--- src/rtl/spi_pixel_loader.sv ---
// SPI mode-0 slave: loads a greyscale frame into pixel RAM, waits for the dither
// engine, then streams the processed frame back to the master on MISO.
module spi_pixel_loader #(
  parameter int IMAGE_SIZE       = 4096,
  parameter int IMAGE_ADDR_WIDTH = $clog2(IMAGE_SIZE),
  parameter int RGB_SIZE         = 8,
  parameter int SYNC_STAGES      = 2
) (
  input  logic                        clk,
  input  logic                        rst,
  input  logic                        spi_clk,
  input  logic                        spi_mosi,
  input  logic                        spi_cs,
  output logic                        spi_miso,
  output logic [RGB_SIZE-1:0]         pix_data,
  output logic                        pix_we,
  output logic [IMAGE_ADDR_WIDTH-1:0] pix_waddr,
  output logic                        pix_re,
  output logic [IMAGE_ADDR_WIDTH-1:0] pix_raddr,
  input  logic [RGB_SIZE-1:0]         rd_data,
  input  logic                        done_compute,
  output logic                        load_done,
  output logic                        unload_done,
  output logic                        frame_err
);

  localparam int BCW = (RGB_SIZE > 1) ? $clog2(RGB_SIZE) : 1;
  localparam logic [BCW-1:0]              BIT_LAST  = BCW'(RGB_SIZE - 1);
  localparam logic [BCW-1:0]              BIT_ONE   = BCW'(1);
  localparam logic [IMAGE_ADDR_WIDTH-1:0] ADDR_LAST = IMAGE_ADDR_WIDTH'(IMAGE_SIZE - 1);
  localparam logic [IMAGE_ADDR_WIDTH-1:0] ADDR_ONE  = IMAGE_ADDR_WIDTH'(1);

  typedef enum logic [1:0] {
    S_LOAD   = 2'd0,
    S_WAIT   = 2'd1,
    S_UNLOAD = 2'd2,
    S_DONE   = 2'd3
  } state_e;

  logic [SYNC_STAGES-1:0]      sck_sync_q, sck_sync_d;
  logic [SYNC_STAGES-1:0]      mosi_sync_q, mosi_sync_d;
  logic [SYNC_STAGES-1:0]      cs_sync_q, cs_sync_d;
  logic                        sck_rise_q, sck_rise_d, sck_fall_q, sck_fall_d;
  logic                        cs_fall_q, cs_fall_d, cs_rise_q, cs_rise_d;
  logic                        mosi_q, mosi_d;
  state_e                      state_q, state_d;
  logic                        armed_q, armed_d;
  logic [BCW-1:0]              bit_cnt_q, bit_cnt_d;
  logic [RGB_SIZE-1:0]         rx_sr_q, rx_sr_d, tx_sr_q, tx_sr_d, tx_next_q, tx_next_d;
  logic                        tx_first_q, tx_first_d, byte_end_q, byte_end_d;
  logic                        rd_valid_q, rd_valid_d;
  logic [IMAGE_ADDR_WIDTH-1:0] byte_cnt_q, byte_cnt_d;
  logic                        spi_miso_q, spi_miso_d;
  logic [RGB_SIZE-1:0]         pix_data_q, pix_data_d;
  logic                        pix_we_q, pix_we_d, pix_re_q, pix_re_d;
  logic [IMAGE_ADDR_WIDTH-1:0] pix_waddr_q, pix_waddr_d, pix_raddr_q, pix_raddr_d;
  logic                        load_done_q, load_done_d, unload_done_q, unload_done_d;
  logic                        frame_err_q, frame_err_d;
  logic                        byte_done_s;

  // Next-state logic: synchronizers, edge pulses, bit/byte framing and the load/unload FSM.
  always_comb begin
    sck_sync_d  = {sck_sync_q[SYNC_STAGES-2:0], spi_clk};
    mosi_sync_d = {mosi_sync_q[SYNC_STAGES-2:0], spi_mosi};
    cs_sync_d   = {cs_sync_q[SYNC_STAGES-2:0], spi_cs};
    sck_rise_d  = sck_sync_q[SYNC_STAGES-2] & ~sck_sync_q[SYNC_STAGES-1];
    sck_fall_d  = ~sck_sync_q[SYNC_STAGES-2] & sck_sync_q[SYNC_STAGES-1];
    cs_fall_d   = ~cs_sync_q[SYNC_STAGES-2] & cs_sync_q[SYNC_STAGES-1];
    cs_rise_d   = cs_sync_q[SYNC_STAGES-2] & ~cs_sync_q[SYNC_STAGES-1];
    mosi_d      = mosi_sync_q[SYNC_STAGES-1];

    state_d       = state_q;
    armed_d       = armed_q;
    bit_cnt_d     = bit_cnt_q;
    rx_sr_d       = rx_sr_q;
    tx_sr_d       = tx_sr_q;
    tx_next_d     = tx_next_q;
    tx_first_d    = tx_first_q;
    byte_end_d    = byte_end_q;
    rd_valid_d    = pix_re_q;
    byte_cnt_d    = byte_cnt_q;
    pix_data_d    = pix_data_q;
    pix_we_d      = 1'b0;
    pix_waddr_d   = pix_waddr_q;
    pix_re_d      = 1'b0;
    pix_raddr_d   = pix_raddr_q;
    load_done_d   = load_done_q;
    unload_done_d = unload_done_q;
    frame_err_d   = frame_err_q;
    byte_done_s   = 1'b0;

    // A bit coinciding with cs_fall is dropped; one coinciding with cs_rise still counts.
    if (armed_q && sck_rise_q && !cs_fall_q) begin
      rx_sr_d = {rx_sr_q[RGB_SIZE-2:0], mosi_q};
      if (bit_cnt_q == BIT_LAST) begin
        bit_cnt_d   = '0;
        byte_done_s = 1'b1;
      end else begin
        bit_cnt_d   = bit_cnt_q + BIT_ONE;
      end
    end else begin
      rx_sr_d = rx_sr_q;
    end

    if (cs_fall_q) begin
      armed_d   = 1'b1;
      bit_cnt_d = '0;
    end else if (cs_rise_q) begin
      armed_d = 1'b0;
      if (bit_cnt_d != '0) begin
        frame_err_d = 1'b1;
      end else begin
        frame_err_d = frame_err_q;
      end
      bit_cnt_d = '0;
    end else begin
      armed_d = armed_q;
    end

    case (state_q)
      S_LOAD: begin
        if (byte_done_s) begin
          pix_data_d  = {rx_sr_q[RGB_SIZE-2:0], mosi_q};
          pix_we_d    = 1'b1;
          pix_waddr_d = byte_cnt_q;
        end else begin
          pix_we_d    = 1'b0;
        end
        if (pix_we_q) begin
          if (pix_waddr_q == ADDR_LAST) begin
            state_d     = S_WAIT;
            load_done_d = 1'b1;
            byte_cnt_d  = '0;
          end else begin
            byte_cnt_d  = byte_cnt_q + ADDR_ONE;
          end
        end else begin
          byte_cnt_d = byte_cnt_q;
        end
      end
      S_WAIT: begin
        if (done_compute) begin
          pix_re_d    = 1'b1;
          pix_raddr_d = '0;
          tx_first_d  = 1'b1;
          byte_end_d  = 1'b0;
          state_d     = S_UNLOAD;
        end else begin
          state_d     = S_WAIT;
        end
      end
      S_UNLOAD: begin
        // First read fills the shifter directly; later reads prefetch the following byte.
        if (rd_valid_q) begin
          if (tx_first_q) begin
            tx_sr_d    = rd_data;
            tx_first_d = 1'b0;
            if (pix_raddr_q != ADDR_LAST) begin
              pix_re_d    = 1'b1;
              pix_raddr_d = pix_raddr_q + ADDR_ONE;
            end else begin
              pix_re_d    = 1'b0;
            end
          end else begin
            tx_next_d = rd_data;
          end
        end else begin
          tx_next_d = tx_next_q;
        end
        if (armed_q && sck_fall_q) begin
          if (byte_end_q) begin
            tx_sr_d    = tx_next_q;
            byte_end_d = 1'b0;
            if (pix_raddr_q != ADDR_LAST) begin
              pix_re_d    = 1'b1;
              pix_raddr_d = pix_raddr_q + ADDR_ONE;
            end else begin
              pix_re_d    = 1'b0;
            end
          end else begin
            tx_sr_d = {tx_sr_q[RGB_SIZE-2:0], 1'b0};
          end
        end else begin
          byte_end_d = byte_end_q;
        end
        if (byte_done_s) begin
          if (byte_cnt_q == ADDR_LAST) begin
            state_d       = S_DONE;
            unload_done_d = 1'b1;
          end else begin
            byte_cnt_d    = byte_cnt_q + ADDR_ONE;
            byte_end_d    = 1'b1;
          end
        end else begin
          byte_cnt_d = byte_cnt_q;
        end
      end
      S_DONE: begin
        state_d = S_DONE;
      end
      default: begin
        state_d = S_LOAD;
      end
    endcase

    if ((state_d == S_UNLOAD) && armed_d) begin
      spi_miso_d = tx_sr_d[RGB_SIZE-1];
    end else begin
      spi_miso_d = 1'b0;
    end
  end

  // State and output registers; synchronizers reset low so a held-low CS never looks like a fall.
  always_ff @(posedge clk) begin
    if (rst) begin
      sck_sync_q    <= '0;
      mosi_sync_q   <= '0;
      cs_sync_q     <= '0;
      sck_rise_q    <= 1'b0;
      sck_fall_q    <= 1'b0;
      cs_fall_q     <= 1'b0;
      cs_rise_q     <= 1'b0;
      mosi_q        <= 1'b0;
      state_q       <= S_LOAD;
      armed_q       <= 1'b0;
      bit_cnt_q     <= '0;
      rx_sr_q       <= '0;
      tx_sr_q       <= '0;
      tx_next_q     <= '0;
      tx_first_q    <= 1'b0;
      byte_end_q    <= 1'b0;
      rd_valid_q    <= 1'b0;
      byte_cnt_q    <= '0;
      spi_miso_q    <= 1'b0;
      pix_data_q    <= '0;
      pix_we_q      <= 1'b0;
      pix_waddr_q   <= '0;
      pix_re_q      <= 1'b0;
      pix_raddr_q   <= '0;
      load_done_q   <= 1'b0;
      unload_done_q <= 1'b0;
      frame_err_q   <= 1'b0;
    end else begin
      sck_sync_q    <= sck_sync_d;
      mosi_sync_q   <= mosi_sync_d;
      cs_sync_q     <= cs_sync_d;
      sck_rise_q    <= sck_rise_d;
      sck_fall_q    <= sck_fall_d;
      cs_fall_q     <= cs_fall_d;
      cs_rise_q     <= cs_rise_d;
      mosi_q        <= mosi_d;
      state_q       <= state_d;
      armed_q       <= armed_d;
      bit_cnt_q     <= bit_cnt_d;
      rx_sr_q       <= rx_sr_d;
      tx_sr_q       <= tx_sr_d;
      tx_next_q     <= tx_next_d;
      tx_first_q    <= tx_first_d;
      byte_end_q    <= byte_end_d;
      rd_valid_q    <= rd_valid_d;
      byte_cnt_q    <= byte_cnt_d;
      spi_miso_q    <= spi_miso_d;
      pix_data_q    <= pix_data_d;
      pix_we_q      <= pix_we_d;
      pix_waddr_q   <= pix_waddr_d;
      pix_re_q      <= pix_re_d;
      pix_raddr_q   <= pix_raddr_d;
      load_done_q   <= load_done_d;
      unload_done_q <= unload_done_d;
      frame_err_q   <= frame_err_d;
    end
  end

  assign spi_miso    = spi_miso_q;
  assign pix_data    = pix_data_q;
  assign pix_we      = pix_we_q;
  assign pix_waddr   = pix_waddr_q;
  assign pix_re      = pix_re_q;
  assign pix_raddr   = pix_raddr_q;
  assign load_done   = load_done_q;
  assign unload_done = unload_done_q;
  assign frame_err   = frame_err_q;

endmodule
--- config.mk ---
export PLATFORM = sky130hd
export DESIGN_NAME = spi_pixel_loader
export DESIGN_NICKNAME = d
export VERILOG_FILES = /design/src/rtl/spi_pixel_loader.sv
export SDC_FILE = /design/constraint.sdc
export NUM_CORES = 1
export LEC_CHECK = 0
export CORE_ASPECT_RATIO = 1.25
export CORE_MARGIN = 3
export CORE_UTILIZATION = 50
export DETAILED_ROUTE_END_ITERATION = 12
export PLACE_DENSITY = 0.73
export SKIP_LAST_GASP = 1
export SLEW_MARGIN = 20
export SYNTH_ARGS = -nofsm -noshare
export SYNTH_HDL_FRONTEND = slang
export SYNTH_SLANG_ARGS = --single-unit
--- constraint.sdc ---
create_clock -name clk -period 3 [get_ports clk]
set_clock_uncertainty 0.15 [all_clocks]
set_input_delay 0.6 -clock clk [delete_from_list [all_inputs] [get_ports clk]]
set_output_delay 0.6 -clock clk [all_outputs]
set_load 0.05 [all_outputs]
* Yosys cells after proc, flatten, opt, wreduce, memory -nomap -nowiden
Cells that the tools add are included.
** Word-level totals
- Register bits after elaboration :: 93
- Input port bits :: 14
- Output and inout bits :: 38
- Logic and storage cells :: 125
** Cells by class
- Add/sub/neg operators :: 3
- Equality and inequality tests :: 13
- Multiplexer cells :: 46
- Bitwise operators :: 12
- Reductions and logical operators :: 23
** Operators with widths (count)
- $mux W12 :: 11
- $pmux W12 S2 :: 2
- $mux W8 :: 5
- $add A12 B1 Y12 const B :: 2
- $eq A12 B12 Y1 const B :: 2
- $reduce_and A3 Y1 :: 6
- $mux W1 :: 17
- $ne A12 B12 Y1 const B :: 1
- $mux W2 :: 5
- $ne A2 B2 Y1 const B :: 5
- $not A1 Y1 :: 8
- $pmux W2 S4 :: 1
- $reduce_bool A2 Y1 :: 4
- $eq A2 B2 Y1 const B :: 3
- $mux W3 :: 2
- $pmux W1 S2 :: 3
- $and A1 B1 Y1 :: 4
- $logic_and A1 B1 Y1 :: 4
- $reduce_and A2 Y1 :: 2
- $reduce_and A4 Y1 :: 1
- $reduce_or A2 Y1 :: 2
- $add A3 B1 Y3 const B :: 1
- $eq A3 B3 Y1 const B :: 1
- $reduce_bool A3 Y1 :: 1
- 4 further kinds :: 4

* Longest topological paths before layout
- Word-level depth :: 9
- Depth in mapped cells :: 8
- Mapped depth without buffers :: 7

* Least setup slack after synthesis
OpenSTA, ideal clock, no wires.
- Kind :: register to register
- From :: register pix_raddr_q[0], in the netlist pix_raddr[0]
- To :: register pix_raddr_q[10], in the netlist pix_raddr[10]
- Arrival time :: 2.055 ns
- Data required time :: 2.780 ns
- Setup slack :: 0.725 ns
- Stages on the path, launching flop included :: 8
- Path buffers :: 1
- Cells stage by stage :: dfxtp_1 > ha_1 > nand4_1 > o31a_1 > buf_2 > o21ai_1 > o21ai_0 > a21oi_1
** On the way
- Word-level cells in the longest chain between the ends :: 8
- Elaborated cells between the ends (all ways) :: 9
- Those cells by class :: add/sub: 1; eq/ne: 1; mux: 7
** RTL lines
- from (decl) :: line 56 : logic [IMAGE_ADDR_WIDTH-1:0] pix_waddr_q, pix_waddr_d, pix_raddr_q, pix_raddr_d;
- from (signal assigned) :: line 267 : pix_raddr_q <= pix_raddr_d;
- $add A12 B1 Y12 / $ne A12 B12 Y1 (equally long branches)
- $mux W12 :: line 158 : if (pix_raddr_q != ADDR_LAST) begin
- $mux W12 :: line 155 : if (tx_first_q) begin
- $mux W12 :: line 154 : if (rd_valid_q) begin
- $mux W12 :: line 174 : if (pix_raddr_q != ADDR_LAST) begin
- $mux W12 :: line 171 : if (byte_end_q) begin
- $mux W12 * :: line 170 : if (armed_q && sck_fall_q) begin
- $pmux W12 S2 * :: line 120 : case (state_q)
Every way passes the cells marked *; elsewhere a longest branch is shown, timed or not.
A chain may end at the register's enable or synchronous reset.

* Final worst setup path
- From :: register state_q[0]
- To :: register pix_raddr_q[11], in the netlist pix_raddr[11]
** On the way
- Word-level cells in the longest chain between the ends :: 3
- Elaborated cells between the ends (all ways) :: 6
- Those cells by class :: eq/ne: 3; mux: 1; reduce/logical: 2
** RTL lines
- from (decl) :: line 46 : state_e state_q, state_d;
- from (signal assigned) :: line 252 : state_q <= state_d;
- $eq A2 B1 Y1 / $eq A2 B2 Y1 (equally long branches) :: line 120
- $ne A2 B2 Y1 (no source line) / $reduce_bool A2 Y1 (equally long branches)
- $reduce_and A2 Y1 (no source line)
Parallel ways exist; a longest one is shown, timed or not.

==> run_results.csv <==
group,metric,value,unit
outcome,status,"finished clean",
worst_setup_path,r2r_start,"state_q[0]",
cts,ctsResizeCount,0,
placed_design,pre_cts_slack,404,ps
synth,syn_avg_cell_area,8.40,um^2
cts,cts-htree-levels,3,
cts,post_cts_buffers,0,
sta,slew_violations,0,
synth,yosys.area_share.xor_xnor,1.72,%
synth,synth_cell_types,56,
grt,grt_first_pass_wirelength,15700,um
synth,synth-edff-count,0,
drt,firstDrtPassIters,5,
drt,vias,3520,
pwr,p_per_area,444,nW/um^2
hold_path,hold_end,"cs_rise_q",
finish,final_cell_mix,"dfxtp_1 (93), nand2_1 (86), clkdlybuf4s50_1 (50)",
sta,slew_headroom,45.1,%
pwr,p_seq_share,59.1,%
synth,synth.area.mux_share,4.27,%
drt,totalWireLength,9240,um
synth,syn_inst,485,
synth,yosysWarnings,0,
cts,clockBufferDepth,2,
worst_setup_path,reg2reg_depth,7,
finish,drive_gt1_share,5.69,%
flow_run,timing.max_cap.violations,0,
cts,holdBufCountCts,0,
floorplanning,initial_core_util,51.7,%
pwr,internal_power,1630,uW
synth,synth-simple-area-share,24.1,%
cts,clk_latency,370,ps
placed_design,place_congestion,0.912,
sta,finalSetupViolations,0,
drt,drc,0,
synth,synth_fa_ha_area_share,2.46,%
grt,track_usage,21.4,%
worst_setup_path,cp_max_fo,13,
cts,root_buffer,"clkbuf_8",
worst_setup_path,crit_path_start_kind,"register",
sta,hold_violations,0,
floorplanning,fp.dieW,86.7,um
drt,first_iter_violations,181,
floorplanning,rows,36,
drt,drt-vias-per-instance,5.66,
pwr,power.net_switching,492,uW
grt,grt_max_degree,48,
sta,worstMarginPinSlew,816,ps
finish,antenna_cells,0,
grt,grt_pass1_vias,3386,
worst_setup_path,required,3090,ps
hold_path,hold_depth,1,
sta,period_share,85.0,%
drt,drtAntennaViolNets,0,
synth,syn_area,4070,um^2
sta,whs,261,ps
worst_setup_path,critical_path_class,"reg2reg",
sta,max_freq,392,MHz
finish,areaGrowthSynthToFinish,17.3,%
pwr,comb_power_share,4.9,%
placed_design,io_buffers,51,
sta,rsz0062_at_grt,"no",
hold_path,hold_class,"reg2reg",
pwr,ir_drop,0.000330,V
synth,syn_nets,507,
finish,final_common_cell,"dfxtp_1",
hold_path,hold_start,"cs_sync_q[1]",
floorplanning,die_h,107,um
cts,clkTransAtPathRegs,90,ps
synth,ys_ff_latch,93,
pwr,p_leak,0.00159,uW
sta,fin_ws,451,ps
pwr,p_sw_share,23.2,%
drt,wl_per_cell,14.9,um
worst_setup_path,rrSetupSlack,450,ps
synth,synth_top_family_by_area,"simple AND/OR/NAND/NOR gates",
grt,gr-total-overflow,0,
floorplanning,ios,52,
pwr,clockPowerShare,36.1,%
cts,cts_tree,"yes",
grt,antenna_found_initial,0,
finish,fin_util,60.6,%
synth,synth_compound_area_share,17.6,%
synth,synth_ff_type,"dfxtp_1",
cts,clock-sinks,93,
synth,yosysSeqAreaShare,45.7,%
worst_setup_path,critPathCaptureType,"register",
finish,final_nets,544,
synth,async_flop_share,0,%
cts,cts_inserted_buffers,9,
sta,tns,0,ps
floorplanning,die_area,9270,um^2
sta,period_minus_slack,2550,ps
worst_setup_path,worst_ep_arrival_time,2640,ps
floorplanning,core_region_area,7880,um^2
placed_design,dp_hpwl,6430,um
worst_setup_path,reg2reg_to,"pix_raddr[11]",
-- power groups by stage --
stage	clock [uW]	sequential (uW)	combinational (uW)
global placement	0	1280	100
global route	824	1250	113
CTS	781	1250	103
floorplan	0	1280	68.0
finish	764	1250	103
detailed placement	0	1280	102
-- layer usage --
layer	share of wire, %	global-route usage [%]	vias to the layer above
met3	2.9	3.46	18
met1	44	25.6	1655
met5	0	0	-
li1	-	-	1769
met4	3.1	12.0	0
met2	50	35.9	78
-- sequential cells by signal, indices dropped and copies added, names as in the netlist, 2 cells and up --
name,count
mosi_sync_q,2
pix_data,8
sck_sync_q,2
bit_cnt_q,3
pix_waddr,12
state_q,2
cs_sync_q,2
byte_cnt_q,12
tx_sr_q,8
pix_raddr,12
tx_next_q,8
rx_sr_q,7
-- worst max-delay path, stage by stage, from the launching register on --
cell     delay, ps
dfxtp_1        350
inv_1          100
ha_1           470
inv_1          200
o21ai_0        540
o21ai_1        270
o21ai_0        250
o41ai_1         90
-- cell usage after synthesis, types with 3 or more instances --
| master | number | area share, % |
|---|---|---|
| a31oi_1 | 7 | 1.1 |
| a21oi_1 | 46 | 5.7 |
| clkbuf_1 | 20 | 1.8 |
| and2_1 | 3 | 0.46 |
| buf_4 | 4 | 0.74 |
| a22oi_1 | 6 | 1.1 |
| nor3_1 | 3 | 0.37 |
| mux2i_1 | 16 | 3.9 |
| and4_1 | 3 | 0.65 |
| ha_1 | 8 | 2.5 |
| nand2b_1 | 5 | 0.77 |
| buf_2 | 3 | 0.37 |
| nor2_1 | 42 | 3.9 |
| nor2b_1 | 13 | 2.0 |
| a211oi_1 | 8 | 1.5 |
| or3_1 | 6 | 0.92 |
| o21ai_0 | 15 | 1.8 |
| nand4_1 | 11 | 1.7 |
| inv_1 | 11 | 1.0 |
| xnor2_1 | 8 | 1.7 |
| nand3_1 | 22 | 2.7 |
| dfxtp_1 | 93 | 46 |
| nand2_1 | 86 | 7.9 |
-- worst max-delay path by stage --
stage	from	endpoint	slack, ps	depth (start not counted)
detailed placement	done_compute	pix_raddr[3]	400	6
global route	state_q[0]	pix_raddr[11]	120	7
global placement	done_compute	pix_raddr[4]	490	6
finish	state_q[0]	pix_raddr[11]	450	7
floorplan	pix_raddr[0]	pix_raddr[10]	720	7
CTS	pix_raddr[5]	pix_raddr[5]	440	1
-- area by class of cell --
| type | count | area, um^2 |
|---|---|---|
| Sequential cell | 93 | 1860 |
| Timing Repair Buffer | 55 | 536 |
| Clock inverter | 4 | 22.5 |
| Multi-Input combinational cell | 352 | 2040 |
| Tap cell | 95 | 119 |
| Inverter | 11 | 41.3 |
| Fill cell | 709 | 3110 |
| Clock buffer | 12 | 155 |
-- logic make-up (layout without fill, tap and decap cells) --
logic type	Yosys count	count (layout)
compound gates	111	111
xor+xnor	8	8
fa+ha+maj	8	8
buf+inv	40	82
flops	93	93
mux	17	17
simple gates	208	208
-- through the flow --
step                total power [uW]  cell area, um^2  instances
global placement                1380             4600        606
global route                    2190             4780        622
detailed placement              1380             4600        606
floorplan                       1350             4070        485
CTS                             2140             4780        622
finish                          2120             4780        622
No activity file was read; power rests on OpenSTA's default activity.
